$ cat src/rtl/rf_wb_arbiter.sv
// rtl/rf_wb_arbiter.sv - write-back arbiter merging pipeline writes and buffered load returns
//
// Purpose:
//   Drives the single write port of the 16x16 register file. Pipeline
//   write-back has priority and is never stalled. Load returns are queued in
//   a DEPTH-entry circular FIFO and drained on cycles with no pipeline write.
//   A pipeline write to register X kills every queued load to X
//   (write-after-write), and that includes a load pushed on the same edge.
//   A killed entry still drains through the FIFO, but it produces a bubble
//   instead of a write.
//
// Ports:
//   clk, rst         clock (rising edge), asynchronous active-high reset
//   pipe_we/dst/data pipeline write-back request (no backpressure)
//   ld_valid/ready   load-return handshake (ready = FIFO not full)
//   ld_dst/data      load-return destination and data
//   WriteReg         registered register-file write enable
//   DstReg/DstData   registered register-file write address/data
//   pend_mask        one bit per register targeted by a live FIFO entry
//   ld_count         FIFO occupancy, killed entries included

module rf_wb_arbiter #(
  parameter int DEPTH = 4,
  parameter int CW    = $clog2(DEPTH) + 1
) (
  input  logic          clk,
  input  logic          rst,
  input  logic          pipe_we,
  input  logic [3:0]    pipe_dst,
  input  logic [15:0]   pipe_data,
  input  logic          ld_valid,
  output logic          ld_ready,
  input  logic [3:0]    ld_dst,
  input  logic [15:0]   ld_data,
  output logic          WriteReg,
  output logic [3:0]    DstReg,
  output logic [15:0]   DstData,
  output logic [15:0]   pend_mask,
  output logic [CW-1:0] ld_count
);

  localparam int          AW      = (DEPTH > 1) ? $clog2(DEPTH) : 1;
  localparam logic [CW-1:0] DEPTH_C = CW'(DEPTH);

  logic [3:0]    r_ld_dst  [DEPTH];
  logic [15:0]   r_ld_data [DEPTH];
  logic [DEPTH-1:0] r_live;
  logic [AW-1:0] r_rd_ptr;
  logic [AW-1:0] r_wr_ptr;
  logic [CW-1:0] r_count;
  logic          r_write_reg;
  logic [3:0]    r_dst_reg;
  logic [15:0]   r_dst_data;

  logic          w_pipe_wr;
  logic          w_push;
  logic          w_store;
  logic          w_pop;
  logic          w_push_live;
  logic          w_head_live;
  logic [15:0]   w_pend;

  // A write to R0 is discarded by the register file, so it never blocks
  // the FIFO and never kills anything.
  assign w_pipe_wr   = pipe_we && (pipe_dst != 4'd0);

  // Readiness depends on registered occupancy only. A full FIFO refuses a
  // push even when it pops in the same cycle.
  assign ld_ready    = (r_count < DEPTH_C);
  assign w_push      = ld_valid && ld_ready;
  assign w_store     = w_push && (ld_dst != 4'd0);
  assign w_pop       = !w_pipe_wr && (r_count != '0);

  // The pipeline write on this edge is younger than the incoming load.
  assign w_push_live = !(w_pipe_wr && (ld_dst == pipe_dst));
  assign w_head_live = r_live[r_rd_ptr];

  always_ff @(posedge clk or posedge rst) begin
    if (rst) begin
      r_rd_ptr <= '0;
      r_wr_ptr <= '0;
      r_count  <= '0;
      r_live   <= '0;
      for (int i = 0; i < DEPTH; i++) begin
        r_ld_dst[i]  <= 4'd0;
        r_ld_data[i] <= 16'd0;
      end
    end else begin
      // Kill every queued load to the pipeline destination. Slots that are
      // not occupied are already dead, so matching them has no effect.
      if (w_pipe_wr) begin
        for (int i = 0; i < DEPTH; i++) begin
          if (r_ld_dst[i] == pipe_dst) begin
            r_live[i] <= 1'b0;
          end
        end
      end

      if (w_pop) begin
        r_live[r_rd_ptr] <= 1'b0;
        r_rd_ptr         <= r_rd_ptr + AW'(1);
      end

      // If a push and a pop happen together, the FIFO is not full, so the
      // write slot is never the slot that is being popped.
      if (w_store) begin
        r_ld_dst[r_wr_ptr]  <= ld_dst;
        r_ld_data[r_wr_ptr] <= ld_data;
        r_live[r_wr_ptr]    <= w_push_live;
        r_wr_ptr            <= r_wr_ptr + AW'(1);
      end

      case ({w_store, w_pop})
        2'b10:   r_count <= r_count + CW'(1);
        2'b01:   r_count <= r_count - CW'(1);
        default: r_count <= r_count;
      endcase
    end
  end

  always_ff @(posedge clk or posedge rst) begin
    if (rst) begin
      r_write_reg <= 1'b0;
      r_dst_reg   <= 4'd0;
      r_dst_data  <= 16'd0;
    end else if (w_pipe_wr) begin
      r_write_reg <= 1'b1;
      r_dst_reg   <= pipe_dst;
      r_dst_data  <= pipe_data;
    end else if (w_pop && w_head_live) begin
      r_write_reg <= 1'b1;
      r_dst_reg   <= r_ld_dst[r_rd_ptr];
      r_dst_data  <= r_ld_data[r_rd_ptr];
    end else begin
      // An idle cycle or a killed head gives a bubble. Address and data
      // keep their previous values.
      r_write_reg <= 1'b0;
    end
  end

  // Derived from registered state only, so it changes on the same edge as
  // the push, kill or pop that causes the change.
  always_comb begin
    w_pend = 16'd0;
    for (int i = 0; i < DEPTH; i++) begin
      if (r_live[i]) begin
        w_pend[r_ld_dst[i]] = 1'b1;
      end
    end
  end

  assign pend_mask = w_pend;
  assign ld_count  = r_count;
  assign WriteReg  = r_write_reg;
  assign DstReg    = r_dst_reg;
  assign DstData   = r_dst_data;

endmodule

$ cat config.mk
export PLATFORM = sky130hd
export DESIGN_NAME = rf_wb_arbiter
export DESIGN_NICKNAME = d
export VERILOG_FILES = /design/src/rtl/rf_wb_arbiter.sv
export SDC_FILE = /design/constraint.sdc
export NUM_CORES = 1
export LEC_CHECK = 0
export ABC_AREA = 1
export CORE_AREA = 2 2 89 155
export CTS_BUF_LIST = sky130_fd_sc_hd__clkbuf_8 sky130_fd_sc_hd__clkbuf_16
export CTS_CLUSTER_DIAMETER = 50
export DETAILED_ROUTE_END_ITERATION = 8
export DIE_AREA = 0 0 91 157
export PLACE_DENSITY = 0.75
export SLEW_MARGIN = 20
export SYNTH_ARGS = -nofsm -noshare
export SYNTH_HDL_FRONTEND = slang
export SYNTH_SLANG_ARGS = --single-unit
$ cat constraint.sdc
create_clock -name clk -period 3.2 [get_ports clk]
set_input_delay 0.32 -clock clk [delete_from_list [all_inputs] [get_ports clk]]
set_output_delay 0.32 -clock clk [all_outputs]
set_load 0.005 [all_outputs]
# Word level (Yosys, flattened, before mapping)
# Cells that the tools add are included.
totals:
  output_inout_bits: 41
  register_bits: 112
classes:
  order_cmp: 16
  muxes: 45
  n_eq_ne: 7
  n_addsub: 4
  n_bitwise: 7
  n_reduce_logical: 20
ops:
  columns: ["operator", "n"]
  rows:
  - ["16-bit 2-to-1 mux", 9]
  - ["64-bit bitwise mux", 1]
  - ["16-bit OR", 3]
  - ["16-bit binary-select mux with 2-bit select", 1]
  - ["16-bit demux with 2-bit select", 1]
  - ["4-bit 2-to-1 mux", 8]
  - ["4-bit equality test", 5]
  - ["4-bit by 5-bit less-than comparator with 1-bit output (second input constant)", 4]
  - ["16-bit bitwise mux", 1]
  - ["1-bit demux with 4-bit select", 4]
  - ["4-bit by 1-bit >= comparator with 1-bit output (second input constant)", 4]
  - ["1-bit logical AND", 13]
  - ["1-bit 2-to-1 mux", 13]
  - ["4-bit binary-select mux with 2-bit select", 1]
  - ["4-bit demux with 2-bit select", 1]
  - ["4-bit nonzero test", 2]
  - ["3-bit >= comparator (second input constant)", 2]
  - ["2-bit by 3-bit less-than comparator with 1-bit output (second input constant)", 2]
  - ["2-bit inverter with 3-bit output", 2]
  - ["3-bit case mux with 2 select lines", 1]
  - ["2-bit by 1-bit adder with 2-bit output (second input constant)", 2]
  - ["4-bit AND", 1]
  - ["4-bit bitwise mux", 1]
  - ["1-bit demux with 2-bit select", 2]
  - ["other kinds (12)", 15]

# Logic depth before layout (Yosys ltp)
depth:
  ltp_word: 11
  ltp_mapped: 13

# Least setup slack after synthesis
# OpenSTA, ideal clock, no wires.
synth_timing:
  kind: "input-to-reg"
  start: "in pipe_dst[1]"
  end: "reg r_count[2] (netlist: ld_count[2])"
  path_stages: 13
  setup_ps: 131
  setup_slack_ps: 1188
  t_arrival_ps: 1881
  t_required_ps: 3069
  n_path_buf: 2
  cell_sequence: "buf_2 -> nor2_2 -> nand2_1 -> nand2_1 -> buf_6 -> nand2_1 -> inv_1 -> ha_1 -> inv_1 -> fa_1 -> a21oi_1 -> o21ai_0 -> xor2_1"
synth_via:
  elab_chain_cells: 6
  elab_cells_between_ends: 8
  cone_classes: "eq/ne (2); mux (1); reduce/logical (5)"
synth_rtl:
  columns: ["element", "line", "rtl"]
  rows:
  - ["from (decl)", "29", "input logic [3:0] pipe_dst,"]
  - ["4-bit nonzero test (*)", "65", "assign w_pipe_wr = pipe_we && (pipe_dst != 4'd0);"]
  - ["1-bit logical AND (*)", "65", null]
  - ["1-bit logical NOT (*)", "72", "assign w_pop = !w_pipe_wr && (r_count != '0);"]
  - ["1-bit logical AND (*)", "72", null]
  - ["2-bit by 1-bit equality test with 1-bit output or 2-bit equality test (tied branches)", "113", "case ({w_store, w_pop})"]
  - ["3-bit case mux with 2 select lines or 2-bit nonzero test (tied branches)", null, null]
  - ["to (signal assigned)", "114", "2'b10: r_count <= r_count + CW'(1);"]
  - ["to (signal assigned)", "115", "2'b01: r_count <= r_count - CW'(1);"]
  - ["to (signal assigned)", "116", "default: r_count <= r_count;"]
  - ["to (decl)", "50", "logic [CW-1:0] r_count;"]
# Mark *: on every way between the ends. The rest lies on a longest branch, timed or not.
# A chain may end at the register's enable or synchronous reset.

# Worst setup path in the final report
layout_timing:
  start: "reg r_ld_dst[10] (netlist name)"
  end: "out pend_mask[3]"
layout_via:
  elab_chain_cells: 10
  elab_cells_between_ends: 11
  cone_classes: "order compare (2); mux (5); bitwise (3); reduce/logical (1)"
layout_rtl:
  columns: ["element", "line", "rtl"]
  rows:
  - ["from (decl)", "45", "logic [3:0] r_ld_dst [DEPTH];"]
  - ["from (signal, indexed assignment)", "107", "r_ld_dst[r_wr_ptr] <= ld_dst;"]
  - ["4-bit by 5-bit less-than comparator with 1-bit output (not written as such) or 4-bit by 1-bit >= comparator with 1-bit output (tied branches)", "147", "w_pend[r_ld_dst[i]] = 1'b1;"]
  - ["1-bit logical AND (not written as such)", "147", null]
  - ["1-bit 2-to-1 mux (not written as such)", "147", null]
  - ["1-bit demux with 4-bit select (*)", "147", null]
  - ["16-bit OR (no line) (*)", null, null]
  - ["16-bit 2-to-1 mux (*)", "146", "if (r_live[i]) begin"]
  - ["16-bit OR (no line)", null, null]
  - ["16-bit 2-to-1 mux (*)", "146", null]
  - ["16-bit OR (no line)", null, null]
  - ["16-bit 2-to-1 mux (*)", "146", null]
  - ["to (decl)", "38", "output logic [15:0] pend_mask,"]
# Marked as above.

==> run_results.csv <==
group,metric,value,unit
critical_path,slowest_stage,"clkdlybuf4s50_1",
grt,grt_pass1_vias,6284,
run_status,status,"finished, final reports clean",
logic_synthesis,yosys.area_share.simple,41.1,%
sta,drv_slew,0,
power_and_ir_drop,fin_total_pwr,0.00716,W
sta,tightest_slew,0.742,ns
logic_synthesis,synth_warnings,0,
logic_synthesis,synth_xor_area_share,1.09,%
grt,grt_max_degree,50,
floorplanning,io_pins,85,
critical_path,cp_max_fo,5,
cts,cts_root_buf,"clkbuf_16",
critical_path,end_kind,"output port",
floorplanning,dieArea,0.0143,sq mm
cts,numClockSinks,112,
layout,n_antenna_cell,0,
placement,hpwl,14.5,mm
critical_path,startpoint_type,"register",
sta,rsz0062_at_grt,"false",
critical_path,r2r-start,"ld_count[2]$_DFFE_PP0P_",
route,dr_total_vias,6220,
logic_synthesis,synth_top_family_by_area,"simple AND/OR/NAND/NOR gates",
critical_path,critPathMaxStageDelay,0.55,ns
layout,syn_to_final_growth,18.1,%
power_and_ir_drop,p_sw_share,45.2,%
flow_run,maxCapViolCount,0,
cts,cts_htree_levels,3,
route,drtIter0Drc,607,
floorplanning,core,0.0129,sq mm
layout,instances_no_fill,1132,
logic_synthesis,synth_fa_ha_area_share,2.07,%
sta,fmax,384,MHz
floorplanning,rows,55,
cts,clk_latency,0.36,ns
sta,skew,0.00961,ns
route,wl_per_cell,18.2,microns
logic_synthesis,synth_nets,943,
logic_synthesis,syn_avg_cell_area,7.21,sq um
power_and_ir_drop,clockPowerShare,14.8,%
power_and_ir_drop,seq_power_share,37.1,%
route,viasPerCell,5.49,
placement,routabilityCongestion,0.979,
power_and_ir_drop,p_int,0.00392,W
critical_path,cp_data_required_time,2.88,ns
route,wl,20.6,mm
sta,setup_viol,0,
route,ant_nets,0,
grt,overflow,0,
layout,fillers,1263,
floorplanning,die_width,91,microns
power_and_ir_drop,leakage,3.86,nW
power_and_ir_drop,p_comb_share,48.1,%
power_and_ir_drop,power_density,947,mW/mm^2
sta,fin_crit,2.60,ns
sta,post-route-period-util,81.4,%
layout,nets,1011,
hold_path,min_path_type,"in2async",
logic_synthesis,synth_compound_area_share,4.55,%
cts,cts_tree,"yes",
floorplanning,die_h,157,microns
cts,cts.hold.buffers_added,0,
logic_synthesis,yosys-mux-area-fraction,0,%
sta,slew_headroom,50.4,%
cts,path_clk_slew,0.07,ns
sta,setup_slack,0.595,ns
critical_path,rr_worst_depth,10,
critical_path,crit_chain,"inv_1 > nand2_1 > nor2_1 > nand3_1 > o2111ai_1 > clkdlybuf4s50_1",
sta,timing.final.hold_violations,0,
cts,cts_resized,0,
grt,grt_usage,30.0,%
logic_synthesis,ys_types,32,
cts,post_cts_buffers,0,
logic_synthesis,synth_area,0.00641,sq mm
layout,drive_gt1_share,6.87,%
critical_path,startpoint,"r_ld_dst[10]$_DFFE_PP0P_",
logic_synthesis,yosysSeqAreaShare,43.8,%
power_and_ir_drop,peakVddDrop,448,uV
critical_path,regToRegEndpoint,"ld_count[2]$_DFFE_PP0P_",
placement,place_inst,1117,
critical_path,crit_arrival,2.28,ns
logic_synthesis,synth_cells,889,
sta,tns,0,ns
grt,grt_pass1_wl,33.1,mm
grt,antenna_found_initial,0,
logic_synthesis,ys_ff_latch,112,
placement,io_buffers,84,
route,route.detailed.drc,0,
critical_path,path_class,"reg2out",
critical_path,worst-r2r-setup-slack,1.12,ns
route,drtPass1Iterations,5,
floorplanning,initial_core_util,49.5,%
cts,cts_buffers,9,
cts,cts.path.max_buffers,2,
power_and_ir_drop,power_switching,0.00324,W
placement,place_ws,0.565,ns
cells by family after synthesis:
| group | Yosys count |
|---|---|
| XOR/XNOR | 8 |
| buffers and inverters | 87 |
| AND/OR/NAND/NOR | 622 |
| flip-flops | 112 |
| AO/OA/AOI/OAI | 50 |
| adder cells (fa/ha/maj) | 10 |
routing by layer:
layer	track usage (%)	wire length (microns)	share of wire, %	vias up
met5	0	0	0	-
met4	19.3	1350	6.5	0
met3	4.12	920	4.5	92
met2	54.4	11000	53	250
met1	32.5	7310	36	2936
li1	-	-	-	2942
placed cells by master, fill, tap and decap left out, drive strengths merged:
cell           netlist  final
nand2              464    464
nand3              116    116
dfrtp              112    112
clkdlybuf4s50        0     84
inv                 44     45
nor2                26     26
o21ai               19     19
o22ai               18     18
buf                 42     16
or2                 11     11
ha                   9      9
clkbuf               1      9
a21oi                8      8
xor2                 5      5
clkinv               0      4
xnor2                3      3
o2111ai              3      3
o221ai               2      2
nor3                 2      2
nand4                2      2
nor4                 1      1
clkinvlp             0      1
fa                   1      1
worst max-delay path by stage:
| stage | endpoint | slack (ns) |
|---|---|---|
| 2_1_floorplan | ld_count[2]$_DFFE_PP0P_ | 1.19 |
| 3_3_place_gp | ld_count[2]$_DFFE_PP0P_ | 0.59 |
| 3_5_place_dp | ld_count[2]$_DFFE_PP0P_ | 0.57 |
| 4_1_cts | pend_mask[13] | 0.66 |
| 5_1_grt | pend_mask[3] | 0.50 |
| 6_report | pend_mask[3] | 0.60 |
stage by stage:
stage	hold WS [ns]	util (%)	cell area, sq um
after floorplan	0.430	-	6410
after global placement	0.462	56.4	7290
after detailed placement	0.465	56.4	7290
after CTS	0.469	58.5	7560
after global routing	0.497	58.5	7560
final	0.443	58.5	7560
synth_stat cells:
master	n	area, sq um
nand2_1	462	1730
dfrtp_1	112	2800
nand3_1	105	526
inv_1	39	146
buf_2	24	120
nor2_1	21	78.8
o22ai_1	18	113
buf_6	14	158
o21ai_1	12	60.1
or2_2	11	68.8
ha_1	9	113
a21oi_1	8	40.0
nand3_2	7	70.1
o21ai_0	7	35.0
xor2_1	5	43.8
inv_4	4	25.0
nand3_4	4	70.1
nor2_2	4	25.0
o2111ai_1	3	26.3
xnor2_1	3	26.3
buf_1	2	7.51
buf_4	2	15.0
nand4_1	2	12.5
nor3_1	2	10.0
o221ai_1	2	17.5
clkbuf_1	1	3.75
fa_1	1	20.0
inv_2	1	3.75
nand2_2	1	6.26
nand2_4	1	11.3
nor2_4	1	11.3
nor4_1	1	6.26
worst max-delay path: cells and delay by family, from the launching register on:
family,cells,cell delay (ns)
AOI/OAI and AO/OA,1,0.14
DFF,1,0.44
and+or+nand+nor,3,0.63
buffers and inverters,2,0.72
flip-flops by register name, indices dropped and copies added (netlist names), 2 cells and up:
register   count
ld_count       3
r_ld_data     64
r_live         4
r_rd_ptr       2
DstData       16
r_ld_dst      16
r_wr_ptr       2
DstReg         4
power groups by stage:
stage	clock [W]	sequential (W)	combinational [W]
after floorplan	0	0.00247	0.00228
after global placement	0	0.00265	0.00334
after detailed placement	0	0.00265	0.00340
after CTS	0.00107	0.00263	0.00341
after global routing	0.00114	0.00273	0.00384
final	0.00106	0.00265	0.00344
area by class of cell:
type	instances	area, sq um	area share [%]
multi-input cells	690	3120	41.3
flip-flops and latches	112	2800	37.1
repair buffers	100	973	12.9
clock buffers	9	225	2.98
clock inverters	6	45.0	0.596
well taps	171	214	2.83
inverters	44	179	2.37
Power figures use the tool's default switching activity.
